$ cat config.mk
export PLATFORM = sky130hd
export DESIGN_NAME = cook_timer
export DESIGN_NICKNAME = d
export VERILOG_FILES = /design/src/rtl/microondas_pkg.sv /design/src/rtl/cook_timer_bcd_down_digit.sv /design/src/rtl/cook_timer.sv
export SDC_FILE = /design/constraint.sdc
export NUM_CORES = 1
export LEC_CHECK = 0
export ABC_AREA = 0
export CAP_MARGIN = 40
export CORE_AREA = 2 2 56 58
export DETAILED_ROUTE_END_ITERATION = 12
export DIE_AREA = 0 0 58 60
export GPL_TIMING_DRIVEN = 0
export PLACE_DENSITY = 0.83
export RECOVER_POWER = 50
export SYNTH_ARGS = -nofsm -noshare
export SYNTH_HDL_FRONTEND = slang
export SYNTH_SLANG_ARGS = --single-unit
$ cat constraint.sdc
create_clock -name clk -period 4.24 [get_ports clk]
set_clock_uncertainty 0.2 [all_clocks]
set_input_delay 0.636 -clock clk [delete_from_list [all_inputs] [get_ports clk]]
set_output_delay 0.636 -clock clk [all_outputs]
set_load 0.1 [all_outputs]
$ cat src/rtl/microondas_pkg.sv
// Shared types and constants for the microwave controller blocks.
// The cook timer stores time as four BCD digits with no normalization.
package microondas_pkg;

    typedef logic [3:0] bcd_t;

    localparam bcd_t BCD_MAX         = 4'd9;
    localparam bcd_t SEC_TENS_RELOAD = 4'd5;
    localparam int   TICKS_PER_SEC_DEFAULT = 100;

    // True when all four digits of an MM:SS value are zero.
    function automatic logic bcd_time_zero(input bcd_t mt, input bcd_t mo,
                                           input bcd_t st, input bcd_t so);
        return (mt == 4'd0) && (mo == 4'd0) && (st == 4'd0) && (so == 4'd0);
    endfunction

endpackage

$ cat src/rtl/cook_timer_bcd_down_digit.sv
// One registered BCD down-counting digit with borrow chaining.
// Clear beats load, load beats decrement; the parent keeps load and decrement exclusive.
module bcd_down_digit
    import microondas_pkg::*;
#(
    parameter bcd_t RELOAD = BCD_MAX
) (
    input  logic clk,
    input  logic rst,
    input  logic clr_i,
    input  logic load_i,
    input  bcd_t load_val_i,
    input  logic dec_in,
    output bcd_t q_o,
    output logic borrow_out
);

    bcd_t digit_q;
    bcd_t digit_d;

    always_comb begin
        digit_d = digit_q;
        if (clr_i) begin
            digit_d = 4'd0;
        end else if (load_i) begin
            digit_d = load_val_i;
        end else if (dec_in) begin
            digit_d = (digit_q == 4'd0) ? RELOAD : digit_q - 4'd1;
        end
    end

    always_ff @(posedge clk) begin
        if (rst) begin
            digit_q <= 4'd0;
        end else begin
            digit_q <= digit_d;
        end
    end

    assign q_o        = digit_q;
    assign borrow_out = (digit_q == 4'd0) && dec_in;

endmodule

$ cat src/rtl/cook_timer.sv
// Microwave countdown timer: keypad entry into a BCD MM:SS register and a
// once-per-second borrow-chained decrement while the magnetron runs.
module cook_timer
    import microondas_pkg::*;
#(
    parameter int TICKS_PER_SEC = TICKS_PER_SEC_DEFAULT
) (
    input  logic clk,
    input  logic rst,
    input  logic run,
    input  logic load_en,
    input  bcd_t load_digit,
    input  logic clear,
    output bcd_t min_tens,
    output bcd_t min_ones,
    output bcd_t sec_tens,
    output bcd_t sec_ones,
    output logic timer_done,
    output logic done_pulse
);

    localparam int PW = (TICKS_PER_SEC > 2) ? $clog2(TICKS_PER_SEC) : 1;
    localparam logic [PW-1:0] PRESC_LAST = PW'(TICKS_PER_SEC - 1);

    logic [PW-1:0] presc_q;
    logic [PW-1:0] presc_d;
    logic          timer_done_q;
    logic          done_pulse_q;
    logic          done_pulse_d;
    logic          dec_last_q;

    bcd_t mt_q;
    bcd_t mo_q;
    bcd_t st_q;
    bcd_t so_q;

    logic clr_accept;
    logic digit_accept;
    logic counting;
    logic tick;
    logic time_zero;
    logic dec_en;
    logic so_borrow;
    logic st_borrow;
    logic mo_borrow;
    logic mt_borrow;

    // Entry controls only act while the magnetron is off; clear wins over a digit.
    assign clr_accept   = clear && !run;
    assign digit_accept = load_en && !run && !clear && (load_digit <= BCD_MAX);

    assign counting  = run && !timer_done_q;
    assign tick      = counting && (presc_q == PRESC_LAST);
    assign time_zero = bcd_time_zero(mt_q, mo_q, st_q, so_q);
    // Guard on the live digits so 00:00 can never wrap to 99:99.
    assign dec_en    = tick && !time_zero;

    always_comb begin
        presc_d = presc_q;
        if (clr_accept || digit_accept) begin
            presc_d = '0;
        end else if (counting) begin
            presc_d = (presc_q == PRESC_LAST) ? '0 : presc_q + PW'(1);
        end
    end

    // A pulse only when the register reached zero through a decrement.
    assign done_pulse_d = dec_last_q && time_zero && !timer_done_q;

    always_ff @(posedge clk) begin
        if (rst) begin
            presc_q      <= '0;
            timer_done_q <= 1'b1;
            done_pulse_q <= 1'b0;
            dec_last_q   <= 1'b0;
        end else begin
            presc_q      <= presc_d;
            timer_done_q <= time_zero;
            done_pulse_q <= done_pulse_d;
            dec_last_q   <= dec_en;
        end
    end

    // Keypad entry shifts left: each digit loads its right-hand neighbour.
    bcd_down_digit #(.RELOAD(BCD_MAX)) u_sec_ones (
        .clk        (clk),
        .rst        (rst),
        .clr_i      (clr_accept),
        .load_i     (digit_accept),
        .load_val_i (load_digit),
        .dec_in     (dec_en),
        .q_o        (so_q),
        .borrow_out (so_borrow)
    );

    bcd_down_digit #(.RELOAD(SEC_TENS_RELOAD)) u_sec_tens (
        .clk        (clk),
        .rst        (rst),
        .clr_i      (clr_accept),
        .load_i     (digit_accept),
        .load_val_i (so_q),
        .dec_in     (so_borrow),
        .q_o        (st_q),
        .borrow_out (st_borrow)
    );

    bcd_down_digit #(.RELOAD(BCD_MAX)) u_min_ones (
        .clk        (clk),
        .rst        (rst),
        .clr_i      (clr_accept),
        .load_i     (digit_accept),
        .load_val_i (st_q),
        .dec_in     (st_borrow),
        .q_o        (mo_q),
        .borrow_out (mo_borrow)
    );

    bcd_down_digit #(.RELOAD(BCD_MAX)) u_min_tens (
        .clk        (clk),
        .rst        (rst),
        .clr_i      (clr_accept),
        .load_i     (digit_accept),
        .load_val_i (mo_q),
        .dec_in     (mo_borrow),
        .q_o        (mt_q),
        .borrow_out (mt_borrow)
    );

    assign min_tens   = mt_q;
    assign min_ones   = mo_q;
    assign sec_tens   = st_q;
    assign sec_ones   = so_q;
    assign timer_done = timer_done_q;
    assign done_pulse = done_pulse_q;

    // The top digit's borrow only fires at 00:00, which dec_en already excludes.
    logic unused_borrow;
    assign unused_borrow = mt_borrow;

endmodule
==> key figures, run 1 <==
Worst setup path
  – Slowest Stage Delay on Critical Path: 0.87 ns
  – WP data required: 3.40 ns
  – Crit end category: primary output
  – Worst Path Max Fanout: 6
  – Kind of critical path: reg -> out
  – Worst setup SP type: flop
  – Crit path cell chain: clkdlybuf4s50_1, clkbuf_1
  – Arrival @ worst endpoint: 2.18 ns
  – Reg2reg setup slack: 1.61 ns
  – Crit-path slowest cell: clkbuf_1

Cells and area
  – Area growth, synth to finish: 36.02%
  – Final net count: 214
  – N_diodes: 0
  – Fillers: 244
  – Ratio of cells with drive above 1 in the final layout: 0.1281

Timing
  – Worst-margin pin slew: 1.187 ns
  – Final setup fails: 0
  – RSZ-0062 raised after global routing: false
  – Final Critical Period: 3.017 ns
  – Hold_ws: 0.2874 ns
  – Post-route clock period utilization: 0.7114
  – Final hold vios: 0
  – TNS Setup: 0 ns
  – Peak Freq: 331.5 MHz
  – Slew Limit Fails: 0
  – Max-slew headroom: 0.2120

Global route
  – Initial antenna violation count: 0
  – Largest net degree at the start of global routing: 15
  – First-pass GRT wire length: 5961 um
  – Overflow after GRT: 0
  – Vias in the first global route: 1353
  – Gr usage total: 0.2238

Synth
  – Syn Area/Cell: 8.807 um^2
  – Largest family of logic cells by synthesized area: simple AND/OR/NAND/NOR gates
  – Synth Area in Adders: 0.009166
  – Yosys reg bits: 26
  – Post-synthesis mux area share: 0.02291
  – Most frequent cells after synthesis: dfxtp_1 (26), nor2_1 (25), nand2_1 (11)
  – Most used DFF post-synth: dfxtp_1
  – Most common cell in the synthesized netlist: dfxtp_1
  – EDFF count, synth: 0
  – Netlist cell types: 45
  – Post-synth top area cell: dfxtp_1
  – Post-synth ARST share: 0
  – Post-Syn Instances: 155
  – Seq/Total Area, Yosys: 0.3813
  – XOR/XNOR share of the synthesized area: 0.05133
  – Synth Area in Compound Gates: 0.1705
  – Yosys warns: 0
  – Simple-Gate Fraction of Synth Area: 0.3291
  – Synthesized area: 0.001365 mm^2
  – Top cell type's share of synthesized area: 0.3813
  – Top post-synthesis cells by area: dfxtp_1 (38%), nor2_1 (6.9%), xnor2_1 (4.5%)
  – Syn Nets: 165

Worst hold path
  – Worst hold path type: reg -> reg

CTS
  – Post-CTS setup buffer count: 0
  – CTS clk-pin slew, worst paths: 0.14 ns
  – Num CTS Buffers: 3
  – Root Driver: clkbuf_4
  – H-Tree Depth: 1
  – Clock latency at the later pin of the worst-skew pair: 0.33 ns
  – Hold-fix buffers, CTS: 0
  – Clock sinks: 26
  – Post_cts resized: 0
  – Clock tree buffer depth: 2
  – CTS tree: built

Floorplan
  – Core area: 0.002903 mm^2
  – FP Rows: 20
  – I/O pin cnt: 27
  – Initial core utilization: 0.4703
  – Die height: 60 um
  – Die X: 58 um
  – Die area: 0.003480 mm^2

Placement
  – Port Buffer Count: 26
  – Dpl hpwl: 2742 um
  – Global placement routability congestion: 0.8296

Power and ir drop
  – Pwr dens: 257.3 mW/mm^2
  – P_leak: 0.6751 nW
  – Maximum vdd ir drop: 0.0002490 V

Detailed routing
  – ANT nets after route: 0
  – Detailed Route Iter0 Violations: 71
  – Final WL: 3556 um
  – Drt pass-1 iters: 4
  – Per-cell routed wire length: 15.07 um
  – Vias per inst: 5.839
  – DRC errors left: 0
  – Vias: 1378

Run status
  – Status: completed

Job
  – Max-capacitance violation count: 0
==> final timing paths <==
kind | end | from | depth (start not counted)
max | min_ones[1] | u_min_ones.q_o[1] | 2
min | done_pulse | dec_last_q | 1
max reg2reg | u_min_tens.q_o[2] | presc_q[0] | 7
min reg2reg | done_pulse | dec_last_q | 1
==> metrics by stage <==
step | worst slack, ns | instances | area, um^2 | total power [mW] | utilization
after floorplan | 1.667 | 155 | 1365 | 0.3202 | -
after global placement | 1.245 | 214 | 1667 | 0.3439 | 0.5741
after detailed placement | 1.189 | 232 | 1937 | 0.3587 | 0.6672
after CTS | 1.549 | 236 | 1973 | 0.4850 | 0.6797
after global routing | 1.123 | 236 | 1857 | 0.4970 | 0.6397
final | 1.223 | 236 | 1857 | 0.4778 | 0.6397
==> logic make-up after synthesis <==
logic type	after synthesis
simple gates	75
compound gates	33
flops	26
buf+inv	9
xor+xnor	8
mux	3
fa+ha+maj	1
==> power by group <==
part           switching [mW]  internal, mW
registers             0.00586         0.249
logic                  0.0599        0.0330
clock network          0.0776        0.0527
==> registers in the layout, indices dropped and copies added, names as in the netlist <==
signal          count
dec_last_q          1
done_pulse          1
u_sec_tens.q_o      4
presc_q             7
timer_done          1
u_min_ones.q_o      4
u_min_tens.q_o      4
u_sec_ones.q_o      4
==> final cells by class <==
| class | count | area (um^2) | share of cell area |
|---|---|---|---|
| buffer | 7 | 41.29 | 0.02224 |
| clock buffer | 4 | 36.28 | 0.01954 |
| inverter | 2 | 7.507 | 0.004043 |
| multi-input combinational | 120 | 780.7 | 0.4205 |
| sequential | 26 | 520.5 | 0.2803 |
| tap | 33 | 41.29 | 0.02224 |
| timing repair buffer | 44 | 429.2 | 0.2311 |
==> cell usage in the layout (no fill, tap or decap), types with 2 or more instances in the layout <==
| cell | instances |
|---|---|
| nor2b_1 | 2 |
| mux2i_1 | 2 |
| nor2_1 | 25 |
| dlygate4sd3_1 | 8 |
| clkdlybuf4s50_1 | 18 |
| a32o_1 | 3 |
| xnor2_1 | 7 |
| dfxtp_1 | 26 |
| inv_1 | 2 |
| o211ai_1 | 3 |
| buf_6 | 2 |
| nand2_1 | 11 |
| a211oi_1 | 3 |
| nor4_2 | 2 |
| nand3_1 | 4 |
| nor4_1 | 3 |
| nor3_2 | 2 |
| nor3_1 | 9 |
| and3_1 | 4 |
| clkbuf_1 | 14 |
| a21oi_1 | 5 |
| buf_8 | 9 |
| o21ai_0 | 8 |
| o22ai_1 | 2 |
| clkbuf_4 | 3 |
| nand4_1 | 3 |
==> metal layers <==
layer  track usage  vias up  part of all wire
li1              -      673                 -
met5             0        -                 0
met2        0.4221       53              0.52
met3       0.04113       11             0.062
met4       0.07309        0             0.018
met1        0.2527      641              0.40
==> worst max-delay path, delay by kind of cell (launching register included) <==
kind | cells | cell delay [ns]
buf+inv | 2 | 1.39
flops | 1 | 0.46
(Power assumes the default switching activity.)
==> run 2, diff against run 1 <==
Clock period 4.24 ns to 3.05 ns, I/O delays scaled along.
==> key figures, run 2 (same netlist as run 1, synthesis figures left out) <==
Global route
  – Overflow after GRT: 0
  – Gr usage total: 0.2238
  – Initial antenna violation count: 0
  – Largest net degree at the start of global routing: 15
  – First-pass GRT wire length: 5961 um
  – Vias in the first global route: 1353

Timing
  – Peak Freq: 369.3 MHz
  – Post-route clock period utilization: 0.8878
  – Worst-margin pin slew: 1.161 ns
  – Final setup fails: 0
  – RSZ-0062 raised after global routing: false
  – Slew Limit Fails: 0
  – Max-slew headroom: 0.2294
  – Final hold vios: 0
  – Hold_ws: 0.2874 ns
  – Final Critical Period: 2.708 ns
  – TNS Setup: 0 ns

CTS
  – Hold-fix buffers, CTS: 0
  – Root Driver: clkbuf_4
  – Clock tree buffer depth: 2
  – Post-CTS setup buffer count: 0
  – Clock sinks: 26
  – CTS tree: built
  – Clock latency at the later pin of the worst-skew pair: 0.33 ns
  – Num CTS Buffers: 3
  – Post_cts resized: 0
  – CTS clk-pin slew, worst paths: 0.14 ns
  – H-Tree Depth: 1

Placement
  – Placed Cells: 232
  – Dpl hpwl: 2742 um
  – Port Buffer Count: 26
  – Global placement routability congestion: 0.8296

Worst setup path
  – Crit Reg-Reg Startpoint: presc_q[0]
  – WP data required: 2.39 ns
  – Kind of critical path: reg -> out
  – Reg2reg end: u_min_tens.q_o[2]
  – Reg2reg setup slack: 0.66 ns
  – Crit path from: u_min_ones.q_o[1]
  – Crit path to: min_ones[1]
  – Arrival @ worst endpoint: 2.05 ns
  – Worst Path Max Fanout: 6
  – Crit end category: primary output
  – Cells on worst reg2reg path: 7
  – Worst setup SP type: flop

Detailed routing
  – Final WL: 3548 um
  – DRC errors left: 0
  – Vias: 1390
  – Per-cell routed wire length: 15.03 um
  – Vias per inst: 5.890
  – Detailed Route Iter0 Violations: 56
  – ANT nets after route: 0
  – Drt pass-1 iters: 4

Cells and area
  – Number of flip-flops in the largest register: 7
  – Fillers: 235
  – Final net count: 214
  – Area growth, synth to finish: 42.25%
  – Largest Register: presc_q
  – N_diodes: 0
  – Most frequent cells in the layout: dfxtp_1 (26), nor2_1 (25), clkdlybuf4s50_1 (18)
  – Cell Count, Final, Fillers Out: 236
  – Ratio of cells with drive above 1 in the final layout: 0.1330
  – Commonest non-fill, non-tap cell in the layout: dfxtp_1

Worst hold path
  – Worst hold path type: reg -> reg

Floorplan
  – FP Rows: 20
  – Die height: 60 um
  – Initial core utilization: 0.4703
  – I/O pin cnt: 27
  – Die area: 0.003480 mm^2
  – Core area: 0.002903 mm^2
  – Die X: 58 um

Power and ir drop
  – P_leak: 0.8271 nW
  – Pwr dens: 344.3 mW/mm^2
  – Maximum vdd ir drop: 0.0003480 V
  – Total power: 668.6 uW

Run status
  – Status: completed

Job
  – Max-capacitance violation count: 0
-- run 2: cell count changes in the layout (fill, tap and decap cells not counted), sizes merged --
cell          previous run  this run
clkbuf                  18        10
dlymetal6s2s             0         5
dlymetal6s4s             0         3
-- run 2: cell type report --
type / count / area [um^2] / share of cell area
Multi-Input combinational cell: 120 / 795.8 / 0.4098
Sequential cell: 26 / 520.5 / 0.2680
Timing Repair Buffer: 44 / 499.2 / 0.2571
Buffer: 7 / 41.29 / 0.02126
Tap cell: 33 / 41.29 / 0.02126
Clock buffer: 4 / 36.28 / 0.01869
Inverter: 2 / 7.507 / 0.003866
-- run 2: routing by layer --
layer  wire length, um  part of all wire  up-vias  GRT usage
met3               247             0.070       11    0.04113
met4                64             0.018        0    0.07309
li1                  -                 -      671          -
met5                 0                 0        -          0
met1              1384              0.39      644     0.2527
met2              1852              0.52       64     0.4221
-- run 2: how the worst min path moves through the flow --
stage	slack, ns	to	cells past startpoint	startpoint
after floorplan	0.23	done_pulse	1	dec_last_q
after global placement	0.26	done_pulse	1	dec_last_q
final	0.29	done_pulse	1	dec_last_q
after CTS	0.29	done_pulse	1	dec_last_q
after detailed placement	0.26	done_pulse	1	dec_last_q
after global routing	0.30	done_pulse	1	dec_last_q
-- run 2: power by group --
part / internal (mW) / switching [mW]
logic: 0.0490 / 0.0840
clock network: 0.0732 / 0.108
registers: 0.346 / 0.00809
total: 0.468 / 0.201
-- run 2: critical path: stages (launching register included) --
cell	delay (ns)
dfxtp_1	0.46
clkdlybuf4s50_1	0.51
dlymetal6s2s_1	0.74
-- run 2: per-stage QoR --
step | setup WS [ns] | cell area, um^2 | util
after floorplan | 0.4773 | 1365 | -
after global placement | 0.2339 | 1667 | 0.5741
after detailed placement | 0.1777 | 1937 | 0.6672
after CTS | 0.5375 | 1973 | 0.6797
after global routing | 0.2729 | 1942 | 0.6690
final | 0.3422 | 1942 | 0.6690
==> patch 1: new RTL, settings of run 2 <==
Add an input register stage for `run`, `load_en`, `load_digit` and `clear`; this delays them by one clock.
--- a/src/rtl/cook_timer.sv
+++ b/src/rtl/cook_timer.sv
@@ -23,2 +23,14 @@
     localparam logic [PW-1:0] PRESC_LAST = PW'(TICKS_PER_SEC - 1);
+
+    logic run_q;
+    logic load_en_q;
+    bcd_t load_digit_q;
+    logic clear_q;
+
+    always_ff @(posedge clk) begin
+        run_q        <= run;
+        load_en_q    <= load_en;
+        load_digit_q <= load_digit;
+        clear_q      <= clear;
+    end
 
@@ -48,6 +60,6 @@
     // Entry controls only act while the magnetron is off; clear wins over a digit.
-    assign clr_accept   = clear && !run;
-    assign digit_accept = load_en && !run && !clear && (load_digit <= BCD_MAX);
+    assign clr_accept   = clear_q && !run_q;
+    assign digit_accept = load_en_q && !run_q && !clear_q && (load_digit_q <= BCD_MAX);
 
-    assign counting  = run && !timer_done_q;
+    assign counting  = run_q && !timer_done_q;
     assign tick      = counting && (presc_q == PRESC_LAST);
@@ -89,3 +101,3 @@
         .load_i     (digit_accept),
-        .load_val_i (load_digit),
+        .load_val_i (load_digit_q),
         .dec_in     (dec_en),
Function: changed (Yosys sat finds a counterexample within 4 cycles, from zero or initial values and one cycle with rst high).
==> patch 1 against run 2 <==
  * Synthesized cell count up 5.2%
  * Setup slack improved by 0.051 ns
  * Sequential cell count grew 7
  * Area after synthesis up 8.9%
  * Wire length shrank 3.3%
  * Final area rose by 9.4%
  * Largest power group unchanged
  * Total power up 44%
  * Largest cell class unchanged
==> patch 1: results (changes against run 2) <==
XOR/XNOR Fraction of Synth Area 5.892% (+0.76 points); Clock Tree Buf Depth 2 (unchanged); average routed wire per standard cell 13.83 um (-8.0%); largest net degree at the start of global routing 11 (-4); critical path's slowest cell clkbuf_1; clk slew on worst S/H paths 0.09 ns (-0.05 ns); CTS H-tree depth 2 (+1); clk_lat worst skew 0.35 ns (+0.02 ns); Inst Count DP 240 (+3.4%); Net Sw Frac 27.46% (-2.5 points); clock root cell clkbuf_4; Net count, final 224 (+4.7%); mux cell area share after synthesis 2.020% (-0.27 points); Compound-Gate Fraction of Synth Area 17.93% (+0.88 points); status complete, no violations; reg-to-reg slack, setup 0.74 ns (+0.08 ns); FILL cells 215 (-8.5%); area of the multi-input gates 790.8 um2 (-0.63%); worst slew pin tran 1.162 ns (+0.0007961 ns); GR Util All Layers 22.33% (-0.045 points); TritonCTS Buffers 5 (+2); fmax 376.4 MHz (+1.9%); sequential area share after synthesis 44.44% (+6.3 points); Port Buffers 26 (unchanged); Max FO, Critical Path 1 (-5); syn_nets 173 (+4.8%); Cell Area, Placed 2058 um2 (+6.3%); pre-CTS setup slack 0.7665 ns (+0.5888 ns); first-pass GRT wire length 5.823 mm (-2.3%); Synth area leaders dfxtp_1 44%, o21ai_0 5.4%, nor2_1 4.8%; DP HPWL 2.562 mm (-6.6%); Max stage delay on crit path 0.86 ns (+0.12 ns); initial DRC count 18 (-68%); core area 2903 um2 (unchanged); IR drop worst, VDD 0.5118 mV (+47%); gpl congestion 0.8363 (+0.81%); Total Routed Length 3.431 mm (-3.3%); Distinct cells, synth 42 (-6.7%); Pleak 0.8590 nW (+3.9%); share of layout cells above drive strength 1 13.95% (+0.65 points); synth cell count leaders 33 x dfxtp_1, 19 x nor2_1, 16 x o21ai_0; Synth Area in Adders 0.8418% (-0.075 points); Hold WS 0.2602 ns (-0.02713 ns); WP data arrival 2.00 ns (-0.05 ns); vias in the first global route 1,361 (+0.59%); post-DR vias/cell 5.581 (-5.2%); Avg Cell Area, Syn 9.119 um2 (+3.5%)
## patch 1: changes by cell type in the layout (fill, tap and decap cells not counted), moves of 5 or more
cell,before,now
a21oi_1,5,13
buf_8,9,16
dfxtp_1,26,33
nand2_1,11,6
nor2_1,25,19
o21ai_0,8,16
## patch 1: final timing paths
check / startpoint / end / cells past startpoint
worst min-delay path: dec_last_q / done_pulse / 1
worst max-delay path: done_pulse / done_pulse / 2
worst min register to register: dec_last_q / done_pulse / 1
worst max register to register: u_sec_tens.q_o[2] / u_min_ones.q_o[3] / 5
## patch 1: cell families (layout without fill, tap and decap cells)
kind of cell | count (synthesis) | after routing
adders and majority gates | 1 | 1
buffers and inverters | 8 | 60
DFF | 33 | 33
and+or+nand+nor | 64 | 64
muxes | 3 | 3
AOI/OAI and AO/OA | 44 | 44
xor gates and xnor gates | 10 | 10
## patch 1: power groups by stage
stage,Combinational (mW),Sequential [mW],Clock [mW]
after floorplan,0.0498,0.514,0
after global placement,0.132,0.468,0
after detailed placement,0.156,0.469,0
after CTS,0.157,0.459,0.350
after global routing,0.164,0.461,0.371
final,0.154,0.459,0.349
## patch 1: routing by layer
layer	vias up	share of wire (%)	global-route usage, %
met5	-	0	0
met4	0	1.3	9.967
met3	4	5.0	6.277
met2	41	49	39.61
met1	629	45	24.90
li1	710	-	-
## patch 1: worst max-delay path: cells and delay by family, from the launching register on
kind,cells,cell delay [ns]
buf+inv,2,1.34
flops,1,0.33
## patch 1: layout make-up
cell class,instances,share of cell area (%)
flip-flops and latches,33,31.10
inverters,3,0.5300
multi-input cells,122,37.22
repair buffers,44,24.32
clock buffers,7,2.591
clock inverters,1,1.413
plain buffers,5,0.8834
well taps,33,1.943
==> patch 2: new RTL, flow settings as in run 2 <==
Made on the original files. Set the package constant `TICKS_PER_SEC_DEFAULT` to 200 (it was 100).
--- a/src/rtl/microondas_pkg.sv
+++ b/src/rtl/microondas_pkg.sv
@@ -8,3 +8,3 @@
     localparam bcd_t SEC_TENS_RELOAD = 4'd5;
-    localparam int   TICKS_PER_SEC_DEFAULT = 100;
+    localparam int   TICKS_PER_SEC_DEFAULT = 200;
 
Behaviour: same outputs for any inputs over 10 cycles, from zero or initial values and one cycle with rst high; that may be too few to reach the edited logic, so the function may still have changed.
==> patch 2 against run 2 <==
  * Cell count up 8.1%
  * Global-route usage up 4.8 points
  * Final area up 6.3%
  * Total power down 8.1%
  * Setup slack worse by 0.036 ns
  * Sequential cell count up 1
  * Register-to-register slack worse by 0.35 ns
  * Count of clock-buffer cells in the layout unchanged
  * Area after synthesis up 10%
  * Via count up 15%
  * Critical path type is now flop to flop
  * Largest cell class unchanged
  * Wire length up 21%
  * Clock power down 10%
==> patch 2: results (changes against run 2) <==
IR drop worst, VDD 0.2495 mV (-28%); Inverters 2 (unchanged); Distinct cells, synth 49 (+8.9%); async set-reset flop share out of synthesis 0% (unchanged); Synth area leaders dfxtp_1 36%, nor2_1 4.5%, or4_1 4.0%; first-pass GRT wire length 7.327 mm (+23%); CTS H-tree depth 1 (unchanged); Cell Area, Placed 2077 um2 (+7.2%); grt met3 use 2.814% (-1.3 points); Clock buf/inv share 1.273% (-0.60 points); syn_nets 184 (+12%); Max FO, Critical Path 9 (+3); Pleak 0.9494 nW (+15%); FILL cells 237 (+0.85%); critical path's slowest cell nor4_1; DP HPWL 3.216 mm (+17%); Met3 Wirelength 219 um (-11%); met2 usage 48.38% (+6.2 points); HP Start dec_last_q; Antenna diodes 0 (unchanged); WP data arrival 2.84 ns (+0.79 ns); worst r2r src u_sec_ones.q_o[0]; Largest register FFs 8 (+1); via count 1,603 (+15%); signal buffers share of area 26.44% (-1.4 points); gpl congestion 0.8482 (+2.2%); met1 Use GR 32.27% (+7.0 points); synth cell count leaders 27 x dfxtp_1, 18 x nor2_1, 15 x nand2_1; CP delay by family, top simple AND/OR/NAND/NOR gates; Multi-Input Combinational 136 (+13%); GR Util All Layers 27.15% (+4.8 points); average routed wire per standard cell 16.79 um (+12%); multi-input combinational area share 43.72% (+2.7 points); Initial DRT Pass Iterations 4 (unchanged); Plain + repair buffers 53 (+3.9%); reg2reg end u_sec_ones.q_o[3]; sequential area share after synthesis 35.91% (-2.2 points); initial antenna violation count 0 (unchanged); DRT met1 WL 1.764 mm (+27%); share of layout cells above drive strength 1 9.910% (-3.4 points); Rel. slew slack 23.33% (+0.40 points); Max stage delay on crit path 0.91 ns (+0.17 ns); CP Class flop to flop; wire length on met2 2.158 mm (+17%); fmax 364.5 MHz (-1.3%); Seq. cell area 540.5 um2 (+3.8%); worst hold path depth 1 (unchanged); clk_lat worst skew 0.34 ns; Post-route DRC 0 (unchanged); worst reg-to-reg path cell count 6 (-1); initial DRC count 86 (+54%); Net count, final 233 (+8.9%); largest net degree at the start of global routing 15 (unchanged); reg-to-reg slack, setup 0.31 ns (-0.35 ns); sequential cells 27 (+3.8%); Max Used Layer met4; status complete, no violations
[patch 2: changes by cell type in the layout (fill, tap and decap cells not counted), sizes merged, moves of 3 or more]
cell / run 2 / this run
nor2: 25 / 18
or4: 2 / 9
xnor2: 7 / 1
nor3: 11 / 6
xor2: 1 / 6
dlymetal6s2s: 5 / 9
nand2: 11 / 15
a211o: 0 / 3
a211oi: 4 / 1
dlymetal6s4s: 3 / 0
o311a: 0 / 3
or2: 1 / 4
or4b: 0 / 3
[patch 2: kinds of logic after synthesis]
logic type | synth area share (%)
AND/OR/NAND/NOR | 34.25
AO/OA/AOI/OAI | 20.53
flip-flops | 35.91
buffers and inverters | 3.741
XOR/XNOR | 4.073
multiplexers | 0.6650
adder cells (fa/ha/maj) | 0.8311
[patch 2: stage by stage]
step | utilization, % | setup WS (ns) | hold WS, ns | std cells
final | 71.08 | 0.3066 | 0.2887 | 255
after global routing | 71.08 | 0.1623 | 0.3145 | 255
after CTS | 72.46 | 0.4346 | 0.2912 | 255
after detailed placement | 71.55 | 0.09440 | 0.2649 | 251
after global placement | 62.24 | 0.08870 | 0.2314 | 233
after floorplan | - | 0.1788 | 0.2290 | 174
[patch 2: worst max-delay path by stage]
| stage | endpoint | slack [ns] |
|---|---|---|
| 6_report | u_sec_ones.q_o[3] | 0.31 |
| 5_1_grt | u_sec_ones.q_o[3] | 0.16 |
| 4_1_cts | presc_q[3] | 0.43 |
| 3_5_place_dp | u_sec_tens.q_o[2] | 0.09 |
| 3_3_place_gp | u_sec_tens.q_o[2] | 0.09 |
| 2_1_floorplan | u_min_tens.q_o[2] | 0.18 |
[patch 2: power breakdown]
part           internal (mW)  switching [mW]  leakage (nW)  total (mW)
sequential             0.356         0.00385         0.218       0.360
clock                 0.0515           0.112        0.0150       0.163
combinational         0.0332          0.0587         0.717      0.0918
